$ cat src/rtl/snn_host_pkg.sv
`default_nettype none
// ============================================================================
// Module   : snn_host_pkg
// Purpose  : Shared dimensions, packet widths, sequencer state encoding and
//            address / popcount helpers for the SNN host sequencer.
// Revision : 1.0 - initial release
// ============================================================================
package snn_host_pkg;

    localparam int IFM_DIM = 25;                    // ifmap rows and row width
    localparam int FLT_DIM = 5;                     // filter side
    localparam int FLT_N   = FLT_DIM * FLT_DIM;     // number of filter weights
    localparam int OFM_DIM = IFM_DIM - FLT_DIM + 1; // output rows / row width
    localparam int W_BITS  = 8;                     // weight width
    localparam int TS_W    = 4;                     // timestep index width
    localparam int IDX_W   = 5;                     // row / weight index width
    localparam int ADDR_W  = 8;                     // ROM / result RAM address
    localparam int CNT_W   = 16;                    // spike counter width

    localparam int FL_PKT_W = IDX_W + W_BITS;
    localparam int IF_PKT_W = TS_W + IDX_W + IFM_DIM;
    localparam int SR_PKT_W = TS_W + 1;

    typedef enum logic [3:0] {
        S_IDLE   = 4'd0,
        S_LDST   = 4'd1,
        S_FLT_RD = 4'd2,
        S_FLT_TX = 4'd3,
        S_IFM_RD = 4'd4,
        S_IFM_TX = 4'd5,
        S_WLD    = 4'd6,
        S_SRST   = 4'd7,
        S_COLL   = 4'd8,
        S_DONE   = 4'd9
    } state_t;

    // ifmap ROM address of a row within a timestep
    function automatic logic [ADDR_W-1:0] ifm_addr(input logic [TS_W-1:0] ts,
                                                   input logic [IDX_W-1:0] row);
        logic [ADDR_W-1:0] base;
        base = ADDR_W'(ts) * ADDR_W'(IFM_DIM);
        return base + ADDR_W'(row);
    endfunction

    // result RAM address of an output row within a timestep
    function automatic logic [ADDR_W-1:0] res_addr(input logic [TS_W-1:0] ts,
                                                   input logic [IDX_W-1:0] row);
        logic [ADDR_W-1:0] base;
        base = ADDR_W'(ts) * ADDR_W'(OFM_DIM);
        return base + ADDR_W'(row);
    endfunction

    function automatic logic [IDX_W-1:0] popcount(input logic [OFM_DIM-1:0] d);
        logic [IDX_W-1:0] cnt;
        cnt = '0;
        for (int i = 0; i < OFM_DIM; i++) begin
            cnt = cnt + IDX_W'(d[i]);
        end
        return cnt;
    endfunction

endpackage
`default_nettype wire

$ cat src/rtl/snn_vr_hold.sv
`default_nettype none
// ============================================================================
// Module   : snn_vr_hold
// Purpose  : Single valid/ready holding register. A load captures the payload
//            and raises valid; valid falls on the edge where valid && ready.
// Ports    : clk, rst (async, active-high)
//            i_load, i_data  - capture new payload (only while o_valid = 0)
//            i_ready         - downstream ready
//            o_valid, o_data - registered valid and stable payload
// Revision : 1.0 - initial release
// ============================================================================
module snn_vr_hold #(
    parameter int WIDTH = 8
) (
    input  logic             clk,
    input  logic             rst,
    input  logic             i_load,
    input  logic [WIDTH-1:0] i_data,
    input  logic             i_ready,
    output logic             o_valid,
    output logic [WIDTH-1:0] o_data
);

    logic             r_valid;
    logic [WIDTH-1:0] r_data;

    always_ff @(posedge clk or posedge rst) begin
        if (rst) begin
            r_valid <= 1'b0;
            r_data  <= '0;
        end else if (i_load) begin
            r_valid <= 1'b1;
            r_data  <= i_data;
        end else if (r_valid && i_ready) begin
            r_valid <= 1'b0;
        end
    end

    assign o_valid = r_valid;
    assign o_data  = r_data;

endmodule
`default_nettype wire

$ cat src/rtl/snn_host_sequencer.sv
`default_nettype none
// ============================================================================
// Module   : snn_host_sequencer
// Purpose  : Host-side driver for the SNN NoC. Streams the 25 filter weights
//            once per run, then for each timestep streams 25 ifmap rows, waits
//            for load_done, issues start_r and collects output-spike rows into
//            the result RAM until done_r.
// Ports    : i_start/i_layer - run request; o_busy/o_done/o_err status
//            flt/ifm ROM read ports (1-cycle latency)
//            ls, fl, if, sr  - outbound valid/ready streams
//            ld, osp, dr     - inbound valid/ready streams
//            res_*           - result RAM write port
//            o_spike_cnt     - total accepted output spikes
// Config   : SNN_SPIKE_COUNT_EN - enables the saturating spike counter;
//            when undefined o_spike_cnt is tied to zero.
// Revision : 1.0 - initial release
// ============================================================================
module snn_host_sequencer
    import snn_host_pkg::*;
#(
    parameter int NUM_TS = 10
) (
    input  logic                clk,
    input  logic                rst,
    input  logic                i_start,
    input  logic                i_layer,
    output logic                o_busy,
    output logic                o_done,
    output logic                o_err,
    output logic [IDX_W-1:0]    o_flt_raddr,
    input  logic [W_BITS-1:0]   i_flt_rdata,
    output logic [ADDR_W-1:0]   o_ifm_raddr,
    input  logic [IFM_DIM-1:0]  i_ifm_rdata,
    output logic                o_ls_v,
    input  logic                i_ls_r,
    output logic                o_fl_v,
    input  logic                i_fl_r,
    output logic [W_BITS-1:0]   o_fl_data,
    output logic [IDX_W-1:0]    o_fl_addr,
    output logic                o_if_v,
    input  logic                i_if_r,
    output logic [IFM_DIM-1:0]  o_if_data,
    output logic [IDX_W-1:0]    o_if_addr,
    output logic [TS_W-1:0]     o_if_ts,
    input  logic                i_ld_v,
    output logic                o_ld_r,
    output logic                o_sr_v,
    input  logic                i_sr_r,
    output logic [TS_W-1:0]     o_sr_ts,
    output logic                o_sr_layer,
    input  logic                i_osp_v,
    output logic                o_osp_r,
    input  logic [IDX_W-1:0]    i_osp_addr,
    input  logic [OFM_DIM-1:0]  i_osp_data,
    input  logic                i_dr_v,
    output logic                o_dr_r,
    output logic                o_res_we,
    output logic [ADDR_W-1:0]   o_res_waddr,
    output logic [OFM_DIM-1:0]  o_res_wdata,
    output logic [CNT_W-1:0]    o_spike_cnt
);

    state_t             r_state;
    logic [TS_W-1:0]    r_ts;
    logic [IDX_W-1:0]   r_idx;
    logic               r_rd_wait;   // second cycle of a ROM read
    logic               r_layer;
    logic               r_busy;
    logic               r_done;
    logic               r_err;
    logic               r_ls_v;
    logic               r_ld_r;
    logic               r_osp_r;
    logic [IDX_W-1:0]   r_flt_raddr;
    logic [ADDR_W-1:0]  r_ifm_raddr;

    logic               w_fl_v, w_if_v, w_sr_v;
    logic [FL_PKT_W-1:0] w_fl_pkt;
    logic [IF_PKT_W-1:0] w_if_pkt;
    logic [SR_PKT_W-1:0] w_sr_pkt;
    logic               w_fl_load, w_if_load, w_sr_load;
    logic               w_fl_acc, w_if_acc, w_sr_acc, w_ld_acc, w_ls_acc;
    logic               w_osp_acc, w_osp_in, w_res_we, w_dr_r, w_dr_acc;
    logic               w_last_ts, w_last_idx;

    assign w_fl_load  = (r_state == S_FLT_RD) && r_rd_wait;
    assign w_if_load  = (r_state == S_IFM_RD) && r_rd_wait;
    assign w_sr_load  = (r_state == S_WLD) && r_ld_r && i_ld_v;
    assign w_ls_acc   = r_ls_v && i_ls_r;
    assign w_fl_acc   = w_fl_v && i_fl_r;
    assign w_if_acc   = w_if_v && i_if_r;
    assign w_sr_acc   = w_sr_v && i_sr_r;
    assign w_ld_acc   = w_sr_load;
    assign w_osp_acc  = r_osp_r && i_osp_v;
    assign w_osp_in   = i_osp_addr < IDX_W'(OFM_DIM);
    assign w_res_we   = w_osp_acc && w_osp_in;
    // done_r is held off while a spike row is offered so rows always land first
    assign w_dr_r     = r_osp_r && !i_osp_v;
    assign w_dr_acc   = w_dr_r && i_dr_v;
    assign w_last_ts  = (r_ts == TS_W'(NUM_TS - 1));
    assign w_last_idx = (r_idx == IDX_W'(FLT_N - 1));

    snn_vr_hold #(.WIDTH(FL_PKT_W)) u_fl_hold (
        .clk     (clk),
        .rst     (rst),
        .i_load  (w_fl_load),
        .i_data  ({r_idx, i_flt_rdata}),
        .i_ready (i_fl_r),
        .o_valid (w_fl_v),
        .o_data  (w_fl_pkt)
    );

    snn_vr_hold #(.WIDTH(IF_PKT_W)) u_if_hold (
        .clk     (clk),
        .rst     (rst),
        .i_load  (w_if_load),
        .i_data  ({r_ts, r_idx, i_ifm_rdata}),
        .i_ready (i_if_r),
        .o_valid (w_if_v),
        .o_data  (w_if_pkt)
    );

    snn_vr_hold #(.WIDTH(SR_PKT_W)) u_sr_hold (
        .clk     (clk),
        .rst     (rst),
        .i_load  (w_sr_load),
        .i_data  ({r_ts, r_layer}),
        .i_ready (i_sr_r),
        .o_valid (w_sr_v),
        .o_data  (w_sr_pkt)
    );

    always_ff @(posedge clk or posedge rst) begin
        if (rst) begin
            r_state     <= S_IDLE;
            r_ts        <= '0;
            r_idx       <= '0;
            r_rd_wait   <= 1'b0;
            r_layer     <= 1'b0;
            r_busy      <= 1'b0;
            r_done      <= 1'b0;
            r_err       <= 1'b0;
            r_ls_v      <= 1'b0;
            r_ld_r      <= 1'b0;
            r_osp_r     <= 1'b0;
            r_flt_raddr <= '0;
            r_ifm_raddr <= '0;
        end else begin
            r_done <= 1'b0;
            if (w_osp_acc && !w_osp_in) begin
                r_err <= 1'b1;
            end
            case (r_state)
                S_IDLE: begin
                    if (i_start) begin
                        r_layer     <= i_layer;
                        r_ts        <= '0;
                        r_idx       <= '0;
                        r_busy      <= 1'b1;
                        r_ls_v      <= 1'b1;
                        r_flt_raddr <= '0;
                        r_state     <= S_LDST;
                    end
                end
                S_LDST: begin
                    if (w_ls_acc) begin
                        r_ls_v    <= 1'b0;
                        r_rd_wait <= 1'b0;
                        r_state   <= S_FLT_RD;
                    end
                end
                S_FLT_RD: begin
                    r_rd_wait <= !r_rd_wait;
                    if (r_rd_wait) begin
                        r_state <= S_FLT_TX;
                    end
                end
                S_FLT_TX: begin
                    if (w_fl_acc) begin
                        if (w_last_idx) begin
                            r_idx       <= '0;
                            r_ifm_raddr <= ifm_addr(r_ts, '0);
                            r_state     <= S_IFM_RD;
                        end else begin
                            r_idx       <= r_idx + 1'b1;
                            r_flt_raddr <= r_idx + 1'b1;
                            r_state     <= S_FLT_RD;
                        end
                    end
                end
                S_IFM_RD: begin
                    r_rd_wait <= !r_rd_wait;
                    if (r_rd_wait) begin
                        r_state <= S_IFM_TX;
                    end
                end
                S_IFM_TX: begin
                    if (w_if_acc) begin
                        if (w_last_idx) begin
                            r_idx   <= '0;
                            r_ld_r  <= 1'b1;
                            r_state <= S_WLD;
                        end else begin
                            r_idx       <= r_idx + 1'b1;
                            r_ifm_raddr <= ifm_addr(r_ts, r_idx + 1'b1);
                            r_state     <= S_IFM_RD;
                        end
                    end
                end
                S_WLD: begin
                    if (w_ld_acc) begin
                        r_ld_r  <= 1'b0;
                        r_state <= S_SRST;
                    end
                end
                S_SRST: begin
                    if (w_sr_acc) begin
                        r_osp_r <= 1'b1;
                        r_state <= S_COLL;
                    end
                end
                S_COLL: begin
                    if (w_dr_acc) begin
                        r_osp_r <= 1'b0;
                        if (w_last_ts) begin
                            r_state <= S_DONE;
                        end else begin
                            r_ts        <= r_ts + 1'b1;
                            r_ifm_raddr <= ifm_addr(r_ts + 1'b1, '0);
                            r_rd_wait   <= 1'b0;
                            r_state     <= S_IFM_RD;
                        end
                    end
                end
                S_DONE: begin
                    r_done  <= 1'b1;
                    r_busy  <= 1'b0;
                    r_state <= S_IDLE;
                end
                default: r_state <= S_IDLE;
            endcase
        end
    end

`ifdef SNN_SPIKE_COUNT_EN
    logic [CNT_W-1:0] r_spike_cnt;
    logic [CNT_W:0]   w_spike_sum;

    assign w_spike_sum = {1'b0, r_spike_cnt} + (CNT_W + 1)'(popcount(i_osp_data));

    always_ff @(posedge clk or posedge rst) begin
        if (rst) begin
            r_spike_cnt <= '0;
        end else if ((r_state == S_IDLE) && i_start) begin
            r_spike_cnt <= '0;
        end else if (w_res_we) begin
            r_spike_cnt <= w_spike_sum[CNT_W] ? {CNT_W{1'b1}} : w_spike_sum[CNT_W-1:0];
        end
    end

    assign o_spike_cnt = r_spike_cnt;
`else
    assign o_spike_cnt = '0;
`endif

    assign o_busy      = r_busy;
    assign o_done      = r_done;
    assign o_err       = r_err;
    assign o_flt_raddr = r_flt_raddr;
    assign o_ifm_raddr = r_ifm_raddr;
    assign o_ls_v      = r_ls_v;
    assign o_fl_v      = w_fl_v;
    assign o_fl_addr   = w_fl_pkt[FL_PKT_W-1 -: IDX_W];
    assign o_fl_data   = w_fl_pkt[W_BITS-1:0];
    assign o_if_v      = w_if_v;
    assign o_if_ts     = w_if_pkt[IF_PKT_W-1 -: TS_W];
    assign o_if_addr   = w_if_pkt[IFM_DIM +: IDX_W];
    assign o_if_data   = w_if_pkt[IFM_DIM-1:0];
    assign o_ld_r      = r_ld_r;
    assign o_sr_v      = w_sr_v;
    assign o_sr_ts     = w_sr_pkt[SR_PKT_W-1 -: TS_W];
    assign o_sr_layer  = w_sr_pkt[0];
    assign o_osp_r     = r_osp_r;
    assign o_dr_r      = w_dr_r;
    // write port is zeroed outside a write so the RAM sees clean idle values
    assign o_res_we    = w_res_we;
    assign o_res_waddr = w_res_we ? res_addr(r_ts, i_osp_addr) : '0;
    assign o_res_wdata = w_res_we ? i_osp_data : '0;

endmodule
`default_nettype wire

$ cat config.mk
export PLATFORM = sky130hd
export DESIGN_NAME = snn_host_sequencer
export DESIGN_NICKNAME = d
export VERILOG_FILES = /design/src/rtl/snn_host_pkg.sv /design/src/rtl/snn_vr_hold.sv /design/src/rtl/snn_host_sequencer.sv
export SDC_FILE = /design/constraint.sdc
export NUM_CORES = 1
export LEC_CHECK = 0
export BUFFER_PORTS_ARGS = -buffer_cell sky130_fd_sc_hd__buf_2
export CORE_MARGIN = 2
export CORE_UTILIZATION = 50
export DETAILED_ROUTE_END_ITERATION = 8
export GPL_TIMING_DRIVEN = 0
export MAX_ROUTING_LAYER = met4
export PLACE_DENSITY_LB_ADDON = 0.1
export SYNTH_ARGS = -nofsm -noshare
export SYNTH_HDL_FRONTEND = slang
export SYNTH_SLANG_ARGS = --single-unit
$ cat constraint.sdc
create_clock -name clk -period 4.1 [get_ports clk]
set_input_delay 0.205 -clock clk [delete_from_list [all_inputs] [get_ports clk]]
set_output_delay 0.205 -clock clk [all_outputs]
set_load 0.02 [all_outputs]
**After elaboration in Yosys (flattened, before gate mapping)**

Cells that the tools add are included.

- Multiplexer cells: 55
- Multiply operators: 3
- Magnitude comparators: 1
- Eq/ne operators: 25
- Reduce and logical (&&, ||, !) cells: 41
- Add/subtract/negate cells: 4

Operators by type and width:

| cell | number |
|---|---|
| 2-to-1 mux 8 bit | 7 |
| 2-to-1 mux 4 bit | 13 |
| one-hot mux 4 bit (9 select lines) | 1 |
| 2-to-1 mux 5 bit | 6 |
| inequality test 2 bit, second input constant | 13 |
| multiplier 4 x 5 -> 8 bit, second input constant | 3 |
| one-hot mux 8 bit (3 select lines) | 1 |
| 2-to-1 mux 21 bit | 1 |
| AND reduction 4 bit | 5 |
| nonzero test 2 bit | 9 |
| adder 8 x 5 -> 8 bit | 2 |
| == test 4 x 3 -> 1 bit, second input constant | 4 |
| 2-to-1 mux 1 bit | 16 |
| one-hot mux 5 bit (3 select lines) | 1 |
| logical AND 1 bit | 13 |
| == test 4 bit, second input constant | 3 |
| one-hot mux 5 bit (2 select lines) | 1 |
| AND reduction 9 bit | 1 |
| nonzero test 3 bit | 3 |
| == test 4 x 2 -> 1 bit, second input constant | 2 |
| one-hot mux 1 bit (2 select lines) | 4 |
| one-hot mux 4 bit (2 select lines) | 1 |
| AND reduction 7 bit | 1 |
| AND reduction 3 bit | 2 |
| 13 further kinds | 16 |

- Word-level logic and storage cells: 148
- Register bits after elaboration: 89
- Output and inout bits: 121

**Depth between registers and ports, before layout**

Gate-level depths: netlist of run 1.

- Depth in word-level cells: 5
- Depth in mapped cells: 13
- Gate-level depth less buffers: 12

**Modules after synthesis**

From an unflattened synthesis of run 1, not the netlist that was laid out.

- Cell total of the unflattened synthesis: 495
- Area, all modules: 5629.1 um^2

By module, submodules not included:

| module | instances | cells an instance | area an instance (um^2) |
|---|---|---|---|
| snn_host_sequencer | 1 | 373 | 3398.3 |
| snn_vr_hold at u_if_hold | 1 | 76 | 1453.9 |
| snn_vr_hold at u_fl_hold | 1 | 31 | 524.3 |
| snn_vr_hold at u_sr_hold | 1 | 15 | 252.7 |

**Worst setup path after synthesis of run 1**

OpenSTA, ideal clock, no wires.

- Kind: register -> register
- From: register r_ts[0]
- To: register r_ifm_raddr[7], in the netlist o_ifm_raddr[7]
- Period minus slack after synthesis: 2.904 ns
- Arrival: 2.775 ns
- Path slack: 1.196 ns
- Stages on the path, launching flop included: 14
- Buffers on the path: 1
- Path through: dfrtp_1 > clkbuf_1 > inv_1 > ha_1 > inv_1 > ha_1 > inv_1 > fa_1 > xor2_1 > nor2_1 > a41oi_1 > xnor2_1 > a221oi_1 > a21oi_1

- Longest elaborated chain between the ends: 5
- Elaborated cells on any way between the ends: 14

RTL lines:

| element | line | text |
|---|---|---|
| from (decl) | snn_host_sequencer.sv:64 | `logic [TS_W-1:0] r_ts;` |
| from (signal assigned) | snn_host_sequencer.sv:228 | `r_ts <= r_ts + 1'b1;` |
| multiplier 4 x 5 -> 8 bit or adder 4 x 1 -> 4 bit (tied branches) | snn_host_pkg.sv:41, snn_host_sequencer.sv:229 |  |
| adder 8 x 5 -> 8 bit or multiplier 4 x 5 -> 8 bit (tied branches) | snn_host_pkg.sv:42, snn_host_pkg.sv:41 |  |
| 2-to-1 mux 8 bit (on tied branches) | snn_host_sequencer.sv:199, snn_host_sequencer.sv:225 |  |
| 2-to-1 mux 8 bit (on tied branches) | snn_host_sequencer.sv:198, snn_host_sequencer.sv:223 |  |
| one-hot mux 8 bit (3 select lines) | snn_host_sequencer.sv:153 | `case (r_state)` |
| to (signal assigned) | snn_host_sequencer.sv:182 | `r_ifm_raddr <= ifm_addr(r_ts, '0);` |
| to (signal assigned) | snn_host_sequencer.sv:205 | `r_ifm_raddr <= ifm_addr(r_ts, r_idx + 1'b1);` |
| to (signal assigned) | snn_host_sequencer.sv:229 | `r_ifm_raddr <= ifm_addr(r_ts + 1'b1, '0);` |
| to (decl) | snn_host_sequencer.sv:75 | `logic [ADDR_W-1:0] r_ifm_raddr;` |

Parallel ways exist; a longest one is shown, timed or not. The select of a mux whose other input is x is not followed.
A chain may end at the register's enable or synchronous reset.

**Final worst setup path of run 1**

Same ends and word-level chain as after synthesis.

==> results by group, run 1 <==
Placement
  – Routability cong.: just over 0.9
  – Buffers on Ports: around 170
  – Setup WS pre-CTS: ~570 ps
  – Hpwl dp: 9.79 mm

Cells and area
  – Most frequent cells in the layout: buf_2, dfrtp_1, mux2_2, nand2_1, ha_1
  – Most common cell after layout, fill and taps aside: buf_2
  – Layout net count: 816
  – ANT cells: 0
  – Layout cells sized above 1: 40.1%
  – P&R area growth vs syn: 25.1%

Worst setup path
  – CP Capture Type: flip-flop
  – Critical Path Start Type: flip-flop
  – Worst path arrival time: around 3800 ps
  – Worst EP required: 4340 ps
  – Crit-path max FO: 8
  – Crit Path Class: flip-flop to flip-flop

Yosys
  – Post-Syn Instances: 503
  – Async S/R FF share, synth: 100%
  – Sequential area share after synthesis: 42.2%
  – Yosys top cell area share: 42.2%
  – #FFs+latches synth: 89
  – Post-synth EDFFs: 0
  – Syn. warnings: 0
  – Mean Syn Cell Area: 10.5 um^2
  – Yosys cell types: 60
  – Dominant synthesized flop cell: dfrtp_1
  – Area contributors post-synth: dfrtp_1, mux2_2, ha_1
  – Mapped Area: about 5300 um^2
  – Top cell type by total area after synthesis: dfrtp_1

Floorplanning
  – Core Region: between 10000 and 15000 um^2
  – Die Wd: 107 um
  – Die area: 11400 um^2
  – FP Rows: 37
  – Ports: 191
  – Initial Util: 51.4%
  – Die Ht: 107 um

Routing
  – Drt first-iter violations: 243
  – Number of detailed-route iterations in the first pass: 4
  – DRC Markers: 0
  – Final ANT Viol Nets: 0
  – Routed Wire Length: 12.3 mm
  – Drt via density: 5.17
  – Routed wire per std cell: 14.6 um
  – Routed vias: 4378

Clock tree
  – CTS Buf Count: 9
  – Root buffer cell: clkbuf_8
  – Maximum buffer depth of the clock tree: 2
  – CTS tree: done
  – Postcts setup bufs: 0
  – Clk slew on worst S/H paths: 100 ps
  – Max H-tree Level: 3
  – Worst-Skew Late Latency: 360 ps
  – Clock sink count: a little under 90

Timing
  – WHS: 43.5 ps
  – RSZ-0062 raised after global routing: false
  – Slew @ Worst Pin: ~530 ps
  – Final Slew Violations: 0
  – Final Hold Fails: 0
  – TNS Setup: 0 ps
  – Period utilization: 87.0%
  – Setup Skew: 11.8 ps
  – Setup slack after layout: approximately 530 ps
  – Final setup fails: 0
  – Fin crit period: 3570 ps
  – Max frequency: 280 MHz
  – Slew HR: 64.3%

GRT
  – GR Util All Layers: 22.6%
  – Largest net degree at the start of global routing: between 60 and 70
  – Grt ovf: 0
  – Initial antenna violation count: 0
  – Vias in the first global route: 4284
  – First-pass GRT wire length: 20.0 mm

Power
  – Peak VDD IR: between 0.4 and 0.5 mV
  – Pwr per Cell Area: 378 nW/um^2
  – Cell leakage power: 3.53 nW

Min path
  – Hold Path Class: primary input to flip-flop

Status
  – Outcome: complete, no violations

Flow run
  – Max_cap viols: 0
==> per-stage QoR <==
stage | utilization [%] | area, um^2 | total power, mW | instances
3_3_place_gp | 62.1 | 6380 | 1.90 | 828
5_1_grt | 64.3 | 6610 | 2.65 | 846
4_1_cts | 64.3 | 6610 | 2.52 | 846
6_report | 64.3 | 6610 | 2.50 | 846
2_1_floorplan | - | 5340 | 1.69 | 518
3_5_place_dp | 62.4 | 6410 | 1.94 | 829
==> cell type report <==
cell class,count,area [um^2]
Buffer,38,248
Clock buffer,10,138
Inverter,25,96.3
Clock inverter,6,48.8
Multi-Input combinational cell,366,2770
Timing Repair Buffer,176,908
Fill cell,860,3670
Sequential cell,89,2230
Tap cell,136,170
==> kinds of logic (layout without fill, tap and decap cells) <==
group	Yosys count	after routing	share of synthesized area (%)
AOI/OAI and AO/OA	97	97	12.1
xor gates and xnor gates	24	24	3.98
adders and majority gates	41	41	10.4
buffers and inverters	63	255	6.47
DFF	89	89	42.2
muxes	51	51	10.8
other	1	16	0.0710
and+or+nand+nor	137	137	14.0
==> state kept, by name, summed over array words and instances, names as in the netlist, 4 cells and up <==
register / count
o_flt_raddr: 5
o_ifm_raddr: 8
r_idx: 5
r_state: 4
r_ts: 4
u_fl_hold.o_data: 13
u_if_hold.o_data: 34
u_sr_hold.o_data: 5
==> final timing paths <==
kind / from / to / slack (ps) / cells past startpoint
hold / removal: i_fl_r / u_fl_hold.o_valid$_DFFE_PP0P_ / 40 / 2
hold reg to reg: o_err$_DFFE_PP0P_ / o_err$_DFFE_PP0P_ / 480 / 1
max in group asynchronous: rst / o_flt_raddr[1]$_DFFE_PP0P_ / 3080 / 4
setup / recovery: r_ts[0]$_DFFE_PP0P_ / o_ifm_raddr[7]$_DFFE_PP0P_ / 530 / 13
setup reg to reg: r_ts[0]$_DFFE_PP0P_ / o_ifm_raddr[7]$_DFFE_PP0P_ / 530 / 13
min in group asynchronous: rst / u_if_hold.o_data[0]$_DFFE_PP0P_ / 390 / 3
==> report_power, final <==
group          internal (mW)  leakage [nW]  switching, mW
logic                  0.369          2.31          0.526
registers              0.978          1.13         0.0502
clock network          0.242        0.0855          0.331
==> per-layer routing <==
metal	track usage, %	part of all wire [%]	wire, um	up-vias
met5	-	0	0	-
met2	38.4	50	6210	147
met1	27.2	42	5190	2089
li1	-	-	-	2126
met3	4.50	6.3	779	16
met4	7.24	1.3	161	0
==> worst max-delay path, stage by stage (launching register included) <==
cell and delay [ps]:
dfrtp_1 540, clkbuf_1 340, inv_1 150, ha_1 360
inv_1 100, ha_1 190, inv_1 60, fa_1 370
xor2_1 400, nor2_1 90, a41oi_1 290, xnor2_1 100
a221oi_1 330, a21oi_1 120
==> Yosys cell counts, types with 6 or more instances <==
cell	count
a21oi_1	26
a31oi_1	6
and2_1	26
buf_2	9
buf_4	16
clkbuf_1	8
dfrtp_1	89
ha_1	36
inv_1	25
mux2_2	46
nand2_1	37
nand3_1	10
nor2_1	26
nor3_1	7
o21ai_0	25
xnor2_1	16
xor2_1	8
==> repair_timing <==
action	4_1_cts	5_1_grt
hold endpoints to repair	29	0
gates resized for setup	0	0
hold buffers	1	0
(Power assumes the default switching activity.)
==> inputs of run 2 (changes only) <==
- CELL_PAD_IN_SITES_DETAIL_PLACEMENT: unset -> 0
- CELL_PAD_IN_SITES_GLOBAL_PLACEMENT: unset -> 2
- CORE_UTILIZATION: 50 -> 27
- clock period: 4.1 -> 3.05 ns (I/O delays scaled with it)
==> run 2 against run 1 <==
Effect of this change:
- via count down 0.39%
- worst hold slack worse by 14 ps
- critical path depth down 3
- first-iteration DRC count down 30%
- sequential cell count unchanged
- routed wire length up 18%
- sequential power up 34%
- combinational power up 36%
- die area up 82%
- sequential share of layout area down 2.0 points
- count of clock-buffer cells in the layout down 1
==> results by group, run 2 (synthesis results as in run 1) <==
Timing
  – Setup Skew: just over 6 ps
  – Slew HR: between 60% and 70%
  – Final Hold Fails: 0
  – Period utilization: 96.8%
  – Fin crit period: 2950 ps
  – WHS: 29.1 ps
  – Max frequency: 339 MHz
  – Final Slew Violations: 0
  – TNS Setup: 0 ps
  – Final setup fails: 0
  – Slew @ Worst Pin: roughly 570 ps

Worst setup path
  – CP Capture Type: primary output
  – Max stage delay cell, worst path: fa_1
  – Reg2reg path depth: 12
  – Critical path buffers and inverters: 2
  – Worst EP required: 2900 ps
  – Critical Path Start Type: flip-flop
  – Crit Path Class: flip-flop to primary output
  – Crit path top cell by count: buf_4
  – Crit-path max FO: 5
  – Worst path arrival time: 2800 ps
  – Crit-path max cell delay: 470 ps
  – Worst path top cell family by delay: adder cells
  – Critical-path cell list: buf_4 -> fa_1 -> ha_1 -> ha_4 -> a21oi_2 -> o21bai_1 -> a21oi_1 -> xnor2_1 -> nor2_1 -> buf_4
  – Crit path depth: 10

Power
  – Pwr per Cell Area: between 500 and 600 nW/um^2
  – Power Total: 3.71 mW
  – Cell leakage power: 3.64 nW
  – Peak VDD IR: about 0.40 mV

Clock tree
  – Clock sink count: 89
  – CTS Buf Count: 9
  – Max H-tree Level: 3
  – Clk slew on worst S/H paths: 70 ps
  – Maximum buffer depth of the clock tree: 2
  – Root buffer cell: clkbuf_16
  – Worst-Skew Late Latency: around 350 ps
  – CTS tree: done

Floorplanning
  – Initial Util: 27.3%
  – FP Rows: 51
  – Die Wd: between 100 and 150 um
  – Die Ht: 144 um
  – Ports: 191
  – Die area: 20700 um^2
  – Core Region: between 15000 and 20000 um^2

Routing
  – Final ANT Viol Nets: 0
  – Routed Wire Length: 14.5 mm
  – DRC Markers: 0
  – Routed vias: 4361
  – Routed wire per std cell: 14.8 um
  – Drt via density: approximately 4.4
  – Drt first-iter violations: 170
  – Number of detailed-route iterations in the first pass: 4

Placement
  – Routability cong.: 0.839
  – Placed insts: 958
  – Hpwl dp: 11.4 mm
  – Buffers on Ports: about 170

Min path
  – Hold Crit Depth: 2
  – Hold Path Class: primary input to flip-flop

Cells and area
  – FILL cells: 1973
  – ANT cells: 0
  – Most common cell after layout, fill and taps aside: buf_2
  – P&R area growth vs syn: 33.2%
  – Layout cells sized above 1: 42.7%
  – Max reg flops: 34
  – Finished Layout Cells: roughly 980
  – Layout net count: 825
  – Most frequent cells in the layout: buf_2, dfrtp_1, mux2_2, nand2_1, ha_1

GRT
  – Initial antenna violation count: 0
  – Largest net degree at the start of global routing: between 60 and 70
  – GR Util All Layers: between 10% and 20%
  – First-pass GRT wire length: around 23 mm
  – Vias in the first global route: 4387
  – Grt ovf: 0

Status
  – Outcome: complete, no violations

Flow run
  – Max_cap viols: 0
run 2: layer usage:
layer  vias to the layer above  wire length [um]  part of all wire (%)  track usage, %
met4                         0               251                   1.7            4.85
met2                       114              7180                    49            23.8
met5                         -                 0                     0               -
met1                      2080              6440                    44            17.9
met3                        16               672                   4.6            2.90
li1                       2151                 -                     -               -
run 2: worst register-to-register path, stage by stage, from the launching register on:
cell and delay (ps):
dfrtp_2 430, clkbuf_8 180, inv_1 80, ha_1 340
inv_1 100, ha_1 190, inv_1 60, fa_2 610
nor2_1 70, a41oi_1 250, xnor2_1 120, a221oi_2 270
a21oi_1 100
run 2: timing repair:
item,4_1_cts,5_1_grt
endpoints found under the hold margin,29,0
hold buffers,3,0
endpoints found under the setup margin,6,3
resized for setup,13,5
pin swaps,1,3
cloned,0,0
buffers inserted,5,2
run 2: path summary, 6_finish.rpt:
kind / from / end / slack (ps)
max: r_ts[0]$_DFFE_PP0P_ / o_res_waddr[7] / 100
min: i_ifm_rdata[6] / u_if_hold.o_data[6]$_DFFE_PP0P_ / 30
max reg2reg: r_ts[0]$_DFFE_PP0P_ / o_ifm_raddr[7]$_DFFE_PP0P_ / 130
min reg2reg: o_flt_raddr[3]$_DFFE_PP0P_ / o_flt_raddr[3]$_DFFE_PP0P_ / 480
max in group asynchronous: rst / r_ts[2]$_DFFE_PP0P_ / 2050
min in group asynchronous: rst / u_if_hold.o_data[18]$_DFFE_PP0P_ / 340
run 2: cell type report:
type                       count  area [um^2]  area share, %
multi-input combinational    366         2850           40.5
tap                          265          332           4.71
inverter                      25         96.3           1.37
clock buffer                   9          225           3.20
timing repair buffer         185          983           14.0
sequential                    89         2230           31.7
clock inverter                 7         61.3          0.872
buffer                        38          258           3.66
run 2: power by group:
| group | internal, mW | switching (mW) |
|---|---|---|
| Combinational | 0.499 | 0.724 |
| Clock | 0.572 | 0.529 |
| Sequential | 1.32 | 0.0660 |
run 2: metrics by stage:
step	util (%)	worst slack [ps]	area, um^2
after global placement	33.8	-715	6540
after floorplan	-	146	5340
after detailed placement	34.0	-590	6570
after global routing	36.4	-0.464	7030
final	36.4	98.6	7030
after CTS	36.1	12.9	6980
